==> config.mk <==
export PLATFORM = sky130hd
export DESIGN_NAME = fetch_sequencer
export DESIGN_NICKNAME = d
export VERILOG_FILES = /design/src/rtl/fetch_sequencer_pkg.sv /design/src/rtl/fetch_sequencer.sv
export SDC_FILE = /design/constraint.sdc
export NUM_CORES = 1
export LEC_CHECK = 0
export ABC_AREA = 1
export BUFFER_PORTS_ARGS = -buffer_cell sky130_fd_sc_hd__buf_4
export CAP_MARGIN = 20
export CORE_MARGIN = 2
export CORE_UTILIZATION = 49
export DETAILED_ROUTE_END_ITERATION = 7
export PLACE_DENSITY = 0.77
export SYNTH_ARGS = -nofsm -noshare
export SYNTH_HDL_FRONTEND = slang
export SYNTH_SLANG_ARGS = --single-unit
==> constraint.sdc <==
create_clock -name clk -period 1.9 [get_ports clk]
set_clock_uncertainty 0.15 [all_clocks]
set_input_delay 0.285 -clock clk [delete_from_list [all_inputs] [get_ports clk]]
set_output_delay 0.285 -clock clk [all_outputs]
set_load 0.03 [all_outputs]
==> src/rtl/fetch_sequencer_pkg.sv <==
// Shared definitions for the instruction fetch sequencer: the FSM state codes,
// the default reset PC and a small PC increment helper.
package fetch_sequencer_pkg;

  // Two-bit state codes used by the fetch FSM
  localparam logic [1:0] FS_RESET = 2'd0;
  localparam logic [1:0] FS_FETCH = 2'd1;
  localparam logic [1:0] FS_HOLD  = 2'd2;

  // First fetch address after reset
  localparam logic [31:0] DEFAULT_RESET_PC = 32'h0000_3000;

  typedef enum logic [1:0] {
    S_RESET = FS_RESET,
    S_FETCH = FS_FETCH,
    S_HOLD  = FS_HOLD
  } fs_state_t;

  // Sequential next PC; wraps modulo 2^32 and keeps the low two bits untouched
  function automatic logic [31:0] pc_plus4(input logic [31:0] pc);
    return pc + 32'd4;
  endfunction

endpackage

==> src/rtl/fetch_sequencer.sv <==
// Owns the PC and the IF/ID register. Issues a single outstanding fetch to a
// variable-latency imem, parks a returned instruction in a one-entry skid
// register while decode is stalled, and applies redirects with delay-slot
// semantics (the fetch already in flight is always delivered first).
module fetch_sequencer
  import fetch_sequencer_pkg::*;
#(
  parameter logic [31:0] RESET_PC = DEFAULT_RESET_PC
) (
  input  logic        clk,
  input  logic        reset,
  input  logic        stall,
  input  logic        redirect_valid,
  input  logic [31:0] redirect_pc,
  output logic        imem_req,
  output logic [31:0] imem_addr,
  input  logic        imem_ack,
  input  logic [31:0] imem_rdata,
  output logic        f_valid,
  output logic [31:0] f_pc,
  output logic [31:0] f_pc4,
  output logic [31:0] f_instr
);

  fs_state_t   state_reg;
  fs_state_t   state_next;
  logic [31:0] pc_reg;
  logic        pend_valid_reg;
  logic [31:0] pend_pc_reg;
  logic [31:0] skid_reg;

  logic        slot_free;
  logic        consume;
  logic        accept;
  logic        ack_ok;
  logic        deliver;
  logic [31:0] deliver_data;
  logic [31:0] pc_next;

  // The IF/ID slot can take a new instruction when empty or being consumed.
  // A redirect is accepted only when its instruction is actually consumed,
  // so a redirect held through a stall is applied exactly once.
  assign slot_free = !f_valid || !stall;
  assign consume   = f_valid && !stall;
  assign accept    = redirect_valid && consume;
  assign ack_ok    = imem_req && imem_ack;

  assign deliver = ((state_reg == S_FETCH) && ack_ok && slot_free) ||
                   ((state_reg == S_HOLD) && slot_free);
  assign deliver_data = (state_reg == S_HOLD) ? skid_reg : imem_rdata;

  assign imem_addr = pc_reg;
  assign f_pc4     = pc_plus4(f_pc);

  // Next fetch address: a fresh redirect beats a parked one, which beats pc+4
  always_comb begin
    pc_next = pc_plus4(pc_reg);
    if (accept) begin
      pc_next = redirect_pc;
    end else if (pend_valid_reg) begin
      pc_next = pend_pc_reg;
    end
  end

  // FSM transitions: reset idles one cycle, fetch until ack, hold while the slot is busy
  always_comb begin
    state_next = state_reg;
    case (state_reg)
      S_RESET: state_next = S_FETCH;
      S_FETCH: if (ack_ok && !slot_free) state_next = S_HOLD;
      S_HOLD:  if (slot_free) state_next = S_FETCH;
      default: state_next = S_RESET;
    endcase
  end

  // State, PC, pending redirect, skid and IF/ID register updates
  always_ff @(posedge clk or negedge reset) begin
    if (!reset) begin
      state_reg      <= S_RESET;
      pc_reg         <= RESET_PC;
      pend_valid_reg <= 1'b0;
      pend_pc_reg    <= 32'd0;
      skid_reg       <= 32'd0;
      imem_req       <= 1'b0;
      f_valid        <= 1'b0;
      f_pc           <= 32'd0;
      f_instr        <= 32'd0;
    end else begin
      state_reg <= state_next;
      imem_req  <= (state_next == S_FETCH);
      if ((state_reg == S_FETCH) && ack_ok && !slot_free) begin
        skid_reg <= imem_rdata;
      end
      if (deliver) begin
        f_pc           <= pc_reg;
        f_instr        <= deliver_data;
        f_valid        <= 1'b1;
        pc_reg         <= pc_next;
        pend_valid_reg <= 1'b0;
      end else begin
        if (consume) begin
          f_valid <= 1'b0;
        end
        if (accept) begin
          pend_valid_reg <= 1'b1;
          pend_pc_reg    <= redirect_pc;
        end
      end
    end
  end

endmodule
# Yosys cells after proc, flatten, opt, wreduce, memory -nomap -nowiden
# Cells that the tools add are included.
# totals
register_bits	165
latchBits	0
mem_bits_rw	0
rom_bits	0
in_bits	69
out_inout_bits	130
elab_cells	42
mem_count	0
# op_classes
addsub	2
n_mul	0
n_div	0
order_cmp	0
n_eq_ne	3
n_shift	0
muxes	10
n_bitwise	1
n_reduce_logical	17
# op_table
operator	n
32-bit 2-to-1 mux	3
32-bit by 3-bit adder with 32-bit output (second input constant)	2
1-bit logical AND	8
2-bit one-hot mux with 3 select lines	1
2-bit by 1-bit == test with 1-bit output (second input constant)	2
1-bit 2-to-1 mux	4
2-bit 2-to-1 mux	2
2-bit nonzero test	2
1-bit logical NOT	3
2-bit == test (second input constant)	1
2-bit logical NOT	1
1-bit logical OR	2
2-bit AND reduction	1
1-bit NOT	1

# Longest topological paths before layout
# depth
word_depth	7
ltp_mapped	11
mapped_depth_nobuf	11

# Worst setup path after synthesis
# Ideal clock, no wire load.
# synth_path
path_type	reg2out
from	reg f_pc[2]
to	out f_pc4[26]
arrival_time_ps	2034
slack_ps	-569
path_stages_with_launch	8
path_cell_list	dfrtp_1 -> ha_1 -> nand3_1 -> nor3_2 -> nand2_1 -> nor2_1 -> nand2_1 -> xor2_1
# synth_between
elab_chain_cells	1
# synth_rtl
item	line_no	rtl
from (decl)	fetch_sequencer.sv:20	output logic [31:0] f_pc,
from (signal assigned)	fetch_sequencer.sv:95	f_pc <= pc_reg;
32-bit by 3-bit adder with 32-bit output	fetch_sequencer_pkg.sv:21	return pc + 32'd4;
to (decl)	fetch_sequencer.sv:21	output logic [31:0] f_pc4,
# No other way between the ends.

# Worst setup path in the final report
# layout_path
from	reg f_pc[2]
to	out f_pc4[18]
# Same word-level chain as after synthesis.

==> flow_summary_export.csv <==
group,metric,value,unit
critical_path,path_depth,8,
layout,final_util,76.67,%
synth,netlist_top_cells_area,"dfrtp_1, nand2_1, mux2_2",
critical_path,cp-end-kind,"output pin",
critical_path,startpoint_type,"flop",
timing,worst_slew_pin_slew,463.0,ps
critical_path,cp.arrival,2180,ps
timing,setup_viol,28,
routing,finalWirelength,27720,um
global_routing,grt_pass1_wl,43260,um
hold_path,min_path_cells,3,
routing,drc_errors,0,
global_routing,globalRouteTotalUtil,29.58,%
placement,gp_congestion,0.9685,
pwr,leakagePower,6.379,nW
synth,ys_async_sr_fraction,100.0,%
synth,syn_nets,1172,
timing,finalWorstSetupSlack,-711.7,ps
floorplanning,die_area,18570,um^2
routing,routed_via_density,5.332,
global_routing,grt_util_met3,4.735,%
critical_path,required,1460,ps
routing,drt_iter0_markers,851,
routing,vias,8995,
pwr,vdd_drop_max,1.005,mV
synth,synth_ff_type,"dfrtp_1",
critical_path,crit_chain,"ha_4 > nand3_4 > nor3_4 > nand2_2 > buf_6 > nor3_4 > xor2_2 > buf_6",
outcome,status,"finished, violations left",
pwr,p_sw,9.881,mW
layout,drive_gt1_share,36.39,%
clock_tree,cts_max_level,4,
floorplanning,num_rows,48,
run,maxCapViolations,0,
layout,antennaDiodeCount,0,
clock_tree,clk_latency,430,ps
global_routing,met2_usage,48.35,%
synth,yosysSeqAreaShare,48.20,%
critical_path,slowest_stage,"dfrtp_2",
floorplanning,die_x,136.3,um
hold_path,min_path_type,"input pin to flop",
clock_tree,clk_path_buf_depth,2,
synth,synth_area,8572,um^2
timing,fin_crit,2612,ps
critical_path,r2r_setup_slack,90,ps
timing,whs,4.600,ps
clock_tree,root_buffer,"clkbuf_16",
global_routing,busiest_layer,"met2",
timing,hold_violations,0,
synth,synth_edf_count,0,
layout,area_growth,53.63,%
timing,grt_setup_unrepaired,"yes",
pwr,power_frac_seq,31.0,%
critical_path,crit_type,"flop to output pin",
pwr,switching_share,45.56,%
placement,port_buffers,198,
floorplanning,die_h,136.3,um
clock_tree,path_clk_slew,70,ps
timing,slew_viol_final,0,
synth,synthCells,1101,
synth,ys_warn_count,0,
timing,relSlewSlack,69.13,%
floorplanning,ioPinCount,199,
pwr,power_density,1647,nW/um^2
synth,synth.top_cell.area_share,47.58,%
routing,drtPass1Iterations,7,
global_routing,grt_util_met1,39.82,%
layout,final_common_cell,"nand2_1",
clock_tree,cts.sinks,165,
global_routing,grt_max_degree,59,
critical_path,crit_buf_inv,2,
floorplanning,core-area,17180,um^2
clock_tree,cts_tree,"built",
placement,dp_slack,-208.2,ps
global_routing,first_global_vias,8647,
critical_path,cp_top_family,"simple AND/OR/NAND/NOR gates",
hold_path,hold_start,"redirect_pc[21]",
pwr,clockPowerShare,16.1,%
pwr,pwr-share-comb,52.9,%
critical_path,worstPathMaxFanout,5,
critical_path,max_stage_delay,410,ps
critical_path,rr_startpoint,"imem_addr[3]",
global_routing,grt.overflow.total,0,
synth,synth-seq-cells,165,
critical_path,r2r_cells,10,
routing,antenna_left,0,
layout,final_cell_mix,"nand2_1, buf_4, dfrtp_1, inv_1, nor2_1",
synth,yosys.area.top_type,"dfrtp_1",
pwr,intPower,11.81,mW
placement,dp_hpwl,18000,um
synth,synth.avg_cell_area,7.786,um^2
layout,fin_nets,1520,
critical_path,crit_path_start,"f_pc[2]",
global_routing,antenna_found_initial,0,
outcome,violations,"setup timing",
floorplanning,start_util,49.91,%
timing,period_share,137.5,%
synth,synth_cell_types,36,
timing,max_freq,0.3829,GHz
routing,wl_per_cell,16.43,um
clock_tree,cts_buffers,17,
[through the flow]
stage | setup TNS, ps | power, mW | instances | area [um^2]
floorplan | -2524 | 12.68 | 1101 | 8917
global placement | -1223 | 16.94 | 1587 | 11420
detailed placement | -1875 | 17.20 | 1587 | 11420
CTS | -11100 | 21.17 | 1679 | 12890
global route | -15110 | 22.89 | 1687 | 13170
finish | -13140 | 21.69 | 1687 | 13170
[cells by family after synthesis]
| kind of cell | count (synthesis) | synth area share, % |
|---|---|---|
| compound gates | 170 | 10.64 |
| xor+xnor | 30 | 3.065 |
| fa+ha+maj | 2 | 0.2919 |
| buf+inv | 148 | 7.123 |
| flops | 165 | 48.20 |
| mux | 32 | 4.204 |
| simple gates | 554 | 26.48 |
[worst reg2reg max path, stage by stage (launching register included)]
cell     delay (ps)
dfrtp_2         420
ha_4            160
nand2_2          60
nor2_2          150
nand2_2         160
nor2_4          190
nand3_1         110
nand3_1         150
nand2_1          70
nand2_1          60
nand2_1          50
[Yosys cell counts, types with 2 or more instances]
| master | instances |
|---|---|
| clkbuf_1 | 26 |
| buf_4 | 8 |
| dfrtp_1 | 163 |
| o21bai_1 | 5 |
| o21ai_0 | 69 |
| o21ai_1 | 12 |
| mux2_2 | 32 |
| dfstp_2 | 2 |
| inv_2 | 4 |
| nor2_1 | 90 |
| nand3_1 | 61 |
| xnor2_1 | 2 |
| a21oi_1 | 49 |
| buf_2 | 14 |
| a31oi_1 | 32 |
| inv_1 | 94 |
| or2_2 | 3 |
| nand4_1 | 8 |
| ha_1 | 2 |
| nor3_1 | 15 |
| and2_1 | 2 |
| nor3_2 | 3 |
| nand2_1 | 358 |
| nor2_2 | 8 |
| xor2_1 | 28 |
[layer usage]
layer	part of all wire (%)	vias to the layer above
met2	50	407
met4	3.1	0
met1	40	4282
met5	0	-
li1	-	4247
met3	7.0	59
[cell type report]
cell class	instances	area [um^2]
clock buffer	17	425.4
clock inverter	15	182.7
fill	1144	4008
inverter	98	372.9
multi-input combinational	788	4497
sequential	165	4163
tap	225	281.5
timing repair buffer	379	3247
[what timing repair did]
item,in CTS,in global routing
buffers inserted,10,9
hold endpoints to repair,125,0
pin swaps,31,19
hold buffers,52,0
setup endpoints to repair,29,51
resized for setup,70,59
[final timing paths]
path | to
min | pend_pc_reg[21]
max reg2reg | imem_addr[22]
max in group asynchronous | f_instr[4]
max | f_pc4[18]
min in group asynchronous | f_instr[30]
min reg2reg | pend_pc_reg[4]
[power groups by stage]
stage | logic, mW | registers, mW | clock network [mW]
final | 11.5 | 6.72 | 3.49
after global routing | 12.3 | 6.90 | 3.70
after CTS | 11.1 | 6.58 | 3.53
after detailed placement | 10.6 | 6.60 | 0
after global placement | 10.4 | 6.51 | 0
after floorplan | 4.22 | 8.45 | 0
Power figures use the tool's default switching activity.
